[config.mk]
export PLATFORM = sky130hd
export DESIGN_NAME = sha256_round_core
export DESIGN_NICKNAME = d
export VERILOG_FILES = /design/src/rtl/sha256_round_core.sv
export SDC_FILE = /design/constraint.sdc
export NUM_CORES = 2
export LEC_CHECK = 0
export BUFFER_PORTS_ARGS = -buffer_cell sky130_fd_sc_hd__buf_2
export CORE_MARGIN = 10
export CORE_UTILIZATION = 54
export DETAILED_ROUTE_END_ITERATION = 10
export GPL_ROUTABILITY_DRIVEN = 0
export PLACE_DENSITY_LB_ADDON = 0.3
export SLEW_MARGIN = 20
export SYNTH_ARGS = -nofsm -noshare
export SYNTH_HDL_FRONTEND = slang
export SYNTH_SLANG_ARGS = --single-unit
export TNS_END_PERCENT = 5
[constraint.sdc]
create_clock -name clk -period 33 [get_ports clk]
set_clock_uncertainty 0.05 [all_clocks]
set_input_delay 1.65 -clock clk [delete_from_list [all_inputs] [get_ports clk]]
set_output_delay 1.65 -clock clk [all_outputs]
set_load 0.005 [all_outputs]
[src/rtl/sha256_round_core.sv]
// SHA-256 compression core, one round per clock.
// Define SHA256_CHAIN_EN to chain blocks of a multi-block message.
module sha256_round_core #(
  parameter int ROUNDS = 64
) (
  input  logic         clk,
  input  logic         rst,
  input  logic         blk_valid,
  output logic         blk_ready,
  input  logic [511:0] blk_data,
  input  logic         blk_first,
  output logic         busy,
  output logic         dig_valid,
  output logic [255:0] dig_data
);
  typedef enum logic [1:0] {IDLE, ROUND, DONE} state_t;

  localparam logic [5:0] LAST = 6'(ROUNDS - 1);
  localparam logic [255:0] IV =
    256'h6a09e667_bb67ae85_3c6ef372_a54ff53a_510e527f_9b05688c_1f83d9ab_5be0cd19;
  localparam logic [31:0] K [64] = '{
    32'h428a2f98, 32'h71374491, 32'hb5c0fbcf, 32'he9b5dba5,
    32'h3956c25b, 32'h59f111f1, 32'h923f82a4, 32'hab1c5ed5,
    32'hd807aa98, 32'h12835b01, 32'h243185be, 32'h550c7dc3,
    32'h72be5d74, 32'h80deb1fe, 32'h9bdc06a7, 32'hc19bf174,
    32'he49b69c1, 32'hefbe4786, 32'h0fc19dc6, 32'h240ca1cc,
    32'h2de92c6f, 32'h4a7484aa, 32'h5cb0a9dc, 32'h76f988da,
    32'h983e5152, 32'ha831c66d, 32'hb00327c8, 32'hbf597fc7,
    32'hc6e00bf3, 32'hd5a79147, 32'h06ca6351, 32'h14292967,
    32'h27b70a85, 32'h2e1b2138, 32'h4d2c6dfc, 32'h53380d13,
    32'h650a7354, 32'h766a0abb, 32'h81c2c92e, 32'h92722c85,
    32'ha2bfe8a1, 32'ha81a664b, 32'hc24b8b70, 32'hc76c51a3,
    32'hd192e819, 32'hd6990624, 32'hf40e3585, 32'h106aa070,
    32'h19a4c116, 32'h1e376c08, 32'h2748774c, 32'h34b0bcb5,
    32'h391c0cb3, 32'h4ed8aa4a, 32'h5b9cca4f, 32'h682e6ff3,
    32'h748f82ee, 32'h78a5636f, 32'h84c87814, 32'h8cc70208,
    32'h90befffa, 32'ha4506ceb, 32'hbef9a3f7, 32'hc67178f2
  };

  function automatic logic [31:0] rotr(input logic [31:0] x, input int n);
    return (x >> n) | (x << (32 - n));
  endfunction

  function automatic logic [31:0] sig0(input logic [31:0] x);
    return rotr(x, 7) ^ rotr(x, 18) ^ (x >> 3);
  endfunction

  function automatic logic [31:0] sig1(input logic [31:0] x);
    return rotr(x, 17) ^ rotr(x, 19) ^ (x >> 10);
  endfunction

  state_t            state_q, state_d;
  logic [5:0]        cnt_q, cnt_d;
  logic              fin_q, fin_d;
  logic [7:0][31:0]  v_q, v_d;
  logic [15:0][31:0] w_q, w_d;
  logic [255:0]      cv_q, cv_d;
  logic [255:0]      dig_q, dig_d;
  logic [255:0]      base;
  logic [31:0]       s0, s1, ch, maj, t1, t2, wn;

`ifdef SHA256_CHAIN_EN
  assign base = blk_first ? IV : dig_q;
`else
  logic unused_first;
  assign unused_first = blk_first;
  assign base = IV;
`endif

  // v_q[7..0] = a..h; w_q[15] is W(t), w_q[0] is W(t+15)
  always_comb begin
    s1  = rotr(v_q[3], 6) ^ rotr(v_q[3], 11) ^ rotr(v_q[3], 25);
    ch  = (v_q[3] & v_q[2]) ^ (~v_q[3] & v_q[1]);
    t1  = v_q[0] + s1 + ch + K[cnt_q] + w_q[15];
    s0  = rotr(v_q[7], 2) ^ rotr(v_q[7], 13) ^ rotr(v_q[7], 22);
    maj = (v_q[7] & v_q[6]) ^ (v_q[7] & v_q[5]) ^ (v_q[6] & v_q[5]);
    t2  = s0 + maj;
    wn  = sig1(w_q[1]) + w_q[6] + sig0(w_q[14]) + w_q[15];
  end

  always_comb begin
    state_d   = state_q;
    cnt_d     = cnt_q;
    fin_d     = fin_q;
    v_d       = v_q;
    w_d       = w_q;
    cv_d      = cv_q;
    dig_d     = dig_q;
    blk_ready = 1'b0;
    busy      = 1'b1;
    dig_valid = 1'b0;
    unique case (state_q)
      IDLE: begin
        blk_ready = 1'b1;
        busy      = 1'b0;
        if (blk_valid) begin
          state_d = ROUND;
          cnt_d   = '0;
          fin_d   = 1'b0;
          v_d     = base;
          cv_d    = base;
          w_d     = blk_data;
        end
      end
      ROUND: begin
        if (fin_q) begin
          for (int i = 0; i < 8; i++)
            dig_d[32*i +: 32] = cv_q[32*i +: 32] + v_q[i];
          state_d = DONE;
        end else begin
          v_d = {t1 + t2, v_q[7:5], v_q[4] + t1, v_q[3:1]};
          w_d = {w_q[14:0], wn};
          if (cnt_q == LAST) fin_d = 1'b1;
          else cnt_d = cnt_q + 6'd1;
        end
      end
      DONE: begin
        dig_valid = 1'b1;
        state_d   = IDLE;
      end
      default: state_d = IDLE;
    endcase
  end

  always_ff @(posedge clk or posedge rst) begin
    if (rst) begin
      state_q <= IDLE;
      cnt_q   <= '0;
      fin_q   <= 1'b0;
      v_q     <= '0;
      w_q     <= '0;
      cv_q    <= IV;
      dig_q   <= '0;
    end else begin
      state_q <= state_d;
      cnt_q   <= cnt_d;
      fin_q   <= fin_d;
      v_q     <= v_d;
      w_q     <= w_d;
      cv_q    <= cv_d;
      dig_q   <= dig_d;
    end
  end

  assign dig_data = dig_q;
endmodule

==> summary.txt <==
Global routing
  • Grt met3 use: under 10%
  • Number of antenna violations at the first check in global routing: 16
  • Most Crowded Layer GR: met2
  • Total global-route track usage: 32.99%
  • Pin count of the biggest net entering global routing: ~280
  • Met2 demand-to-capacity share in global routing: 50.73%
  • GR Layer Usage met1: between 40% and 50%
  • Overall overflow remaining after global route: 0
  • Wire length of the first global-routing pass: 322.3 mm
  • Vias in the first global route: 52,440

Cells and area
  • Area delta synth->final: 13.17%
  • Fraction of final layout cells sized beyond drive strength 1: between 10% and 20%
  • Layout Nets: between 8,000 and 9,000

Yosys
  • Yosys reg bits: around 1,000
  • Share of flip-flops with an asynchronous set or reset after synthesis: 100.0%
  • Avg Inst Size Synth: between 8 and 9 um2
  • Synth Warn #: 0
  • Most repeated cell in the gate-level netlist after synthesis: nand2_1
  • Cell taking the most area after synthesis: dfrtp_1
  • Top cells by area in the synthesized netlist: dfrtp_1, nand2_1, fa_1
  • Post-synth design cell area: 0.06164 mm2
  • Top-area cell type share of the netlist area: 41.94%
  • Nets in the synthesized netlist: approximately 8,000
  • Share of synthesized area occupied by flip-flops and latches: 41.94%
  • Post-synth EDFFs: 0
  • Leading post-synthesis cells by instance count: nand2_1, dfrtp_1, nor2_1
  • Dominant synthesized flop cell: dfrtp_1
  • Distinct cell type count after synthesis: 84
  • Gate count of the mapped netlist: ~7,000

Power and ir drop
  • Largest voltage drop on the vdd net: between 0.04 and 0.05 mV
  • Pwr dens: between 30 and 40 mW/mm2
  • Power consumption: between 2 and 3 mW
  • Leakage component of the power: about 34 nW

Detailed routing
  • Vias per cell: between 5 and 6
  • Total via count after detailed routing: 54,910
  • Post-DRT Antenna Nets: 0
  • DRC Markers: 3
  • Number of DRC markers in iteration 0: around 6,900
  • DRT Pass-1 Iters: 11
  • DRT Wirelength: around 220 mm
  • Average detailed-routed wire length per instance: between 20 and 25 um

Run
  • # Max-Cap Violations: 0

CTS
  • Clock-pin slew of the registers on the worst-case setup and hold paths: 0.06 ns
  • Number of setup buffers added after CTS: 0
  • CTS H-tree depth: 3
  • TritonCTS clock tree: done
  • Clock latency at the later pin of the worst-skew pair: 0.71 ns
  • TritonCTS Buffers: 110
  • Clk buf depth: 3
  • Hold-fix buffers, CTS: 0
  • Cell chosen for the clock root: clkbuf_16
  • Total number of clock tree sinks: between 1,000 and 1,500
  • Cts repair resizes: 0

Setup path
  • Data arrival time of the critical path: between 10 and 15 ns
  • R2R setup slack: between 20 and 25 ns
  • Required @ worst endpoint: 33.48 ns
  • Cell count of the worst reg-to-reg path: 32
  • Cell type with the highest occurrence count on the critical path: o21ai_0
  • Largest incremental delay on the critical path: 1.01 ns
  • Endpoint of the most critical register-to-register path: v_q[255]$_DFFE_PP0P_
  • Launch instance of the worst register-to-register path: cnt_q[2]$_DFFE_PP0P_
  • Startpoint-to-endpoint class of the critical path: reg2reg
  • Category of the worst setup path launch point: flip-flop
  • Top fanout value on the critical path: 63
  • Sort of element at the end of the critical path: flip-flop
  • Master of the slowest instance on the critical path: nor2_1

Die
  • Core region area: between 0.1 and 0.15 mm2
  • Die boundary height: roughly 360 um
  • FP Rows: approximately 120
  • Effective utilization at floorplan: 54.56%
  • Number of placed I/O pins: approximately 780
  • Die Span X: ~360 um
  • Overall die area: ~0.13 mm2

STA
  • Final WS setup: approximately 23 ns
  • Share of the clock period used by the worst path: between 30% and 40%
  • Time the final worst path needs with I/O delays and setup: roughly 10 ns
  • Final number of setup-violating endpoints: 0
  • Remaining max-slew budget at the tightest pin: between 20% and 30%
  • Hold violation total from the final report: 0
  • Worst Tran Pin Value: 1.145 ns
  • Unrepaired setup endpoints after global routing: no
  • Fmax: approximately 0.1 GHz
  • Setup tns final: 0 ns
  • Slew Viols, Final: 0
  • Hold Worst Slack: approximately 0.42 ns

Min path
  • Worst hold-check path type: reg2reg
  • Hold Path Stages: 2
  • Min-Delay Endpoint: dig_data[105]$_DFFE_PP0P_
  • Hold Crit Start: dig_data[105]$_DFFE_PP0P_

Placement
  • Post-DP HPWL: around 170 mm
  • Count of input and output buffers: a little under 800
  • DP Worst Slack: ~23 ns

Outcome
  • Failing checks: DRC
  • Status: complete, but fails checks
## power breakdown
| group | internal [mW] | switching (mW) | total (mW) |
|---|---|---|---|
| Combinational | 0.0232 | 0.0444 | 0.0676 |
| Clock | 0.774 | 0.545 | 1.32 |
| Sequential | 1.27 | 0 | 1.27 |
| Total | 2.06 | 0.589 | 2.65 |
## flip-flops by register name, indices dropped and copies added, names as in the netlist
| name | flops |
|---|---|
| dig_data | 256 |
| v_q | 256 |
| w_q | 512 |
| fin_q | 1 |
| cnt_q | 6 |
| state_q | 2 |
## critical path, delay by kind of cell (launching register included)
family	cells	cell delay (ns)
AO/OA/AOI/OAI	16	3.37
adder cells (fa/ha/maj)	5	2.18
buffers and inverters	5	1.77
AND/OR/NAND/NOR	4	1.35
XOR/XNOR	2	1.02
flip-flops	1	0.33
## cells by family (layout without fill, tap and decap cells)
| kind of cell | count (synthesis) | in the layout | synth area share, % |
|---|---|---|---|
| flops | 1033 | 1033 | 41.94 |
| mux | 44 | 44 | 0.9074 |
| xor+xnor | 579 | 579 | 8.227 |
| buf+inv | 913 | 1398 | 5.586 |
| simple gates | 2537 | 2537 | 16.54 |
| compound gates | 1695 | 1695 | 17.16 |
| fa+ha+maj | 367 | 367 | 9.642 |
| other cells | 0 | 8 | 0 |
## per-layer routing
metal  vias up  share of wire [%]  wire length (um)
li1      24790                  -                 -
met1     26350                 37             81080
met2      3024                 45             97730
met3       743                 11             23710
met4         8                7.4             16300
met5         -              0.026                57
## metrics by stage
stage | utilization [%] | cells | cell area (um2)
6_report | 61.75 | 9161 | 69750
3_5_place_dp | 58.29 | 8949 | 65840
3_3_place_gp | 58.29 | 8949 | 65840
5_1_grt | 61.75 | 9160 | 69750
4_1_cts | 61.70 | 9152 | 69700
2_1_floorplan | - | 7168 | 61640
## layout make-up
class / count / area [um2]
fill: 9710 / 43210
antenna: 8 / 20.02
clock inverter: 51 / 696.9
multi-input combinational: 5222 / 32390
inverter: 366 / 1389
timing repair buffer: 829 / 4363
clock buffer: 152 / 3163
sequential: 1033 / 25860
tap: 1500 / 1877
## layout by cell type (no fill, tap or decap), types with 112 or more instances in the layout
cell type / instances
fa_1: 187
nand2_1: 1480
nor2_1: 765
xor2_1: 235
clkbuf_16: 112
buf_2: 773
o21ai_0: 426
a31oi_1: 539
inv_1: 359
dfrtp_1: 1030
xnor2_1: 344
a21oi_1: 277
ha_1: 159
## worst max-delay path by stage
stage | startpoint | endpoint | cells past startpoint
after floorplan | rst | cnt_q[0]$_DFFE_PP0P_ | 1
after global placement | cnt_q[2]$_DFFE_PP0P_ | v_q[255]$_DFFE_PP0P_ | 33
after detailed placement | cnt_q[2]$_DFFE_PP0P_ | v_q[255]$_DFFE_PP0P_ | 32
after CTS | cnt_q[2]$_DFFE_PP0P_ | v_q[255]$_DFFE_PP0P_ | 32
after global routing | cnt_q[2]$_DFFE_PP0P_ | v_q[255]$_DFFE_PP0P_ | 30
final | cnt_q[2]$_DFFE_PP0P_ | v_q[255]$_DFFE_PP0P_ | 32
Power figures use the tool's default switching activity.
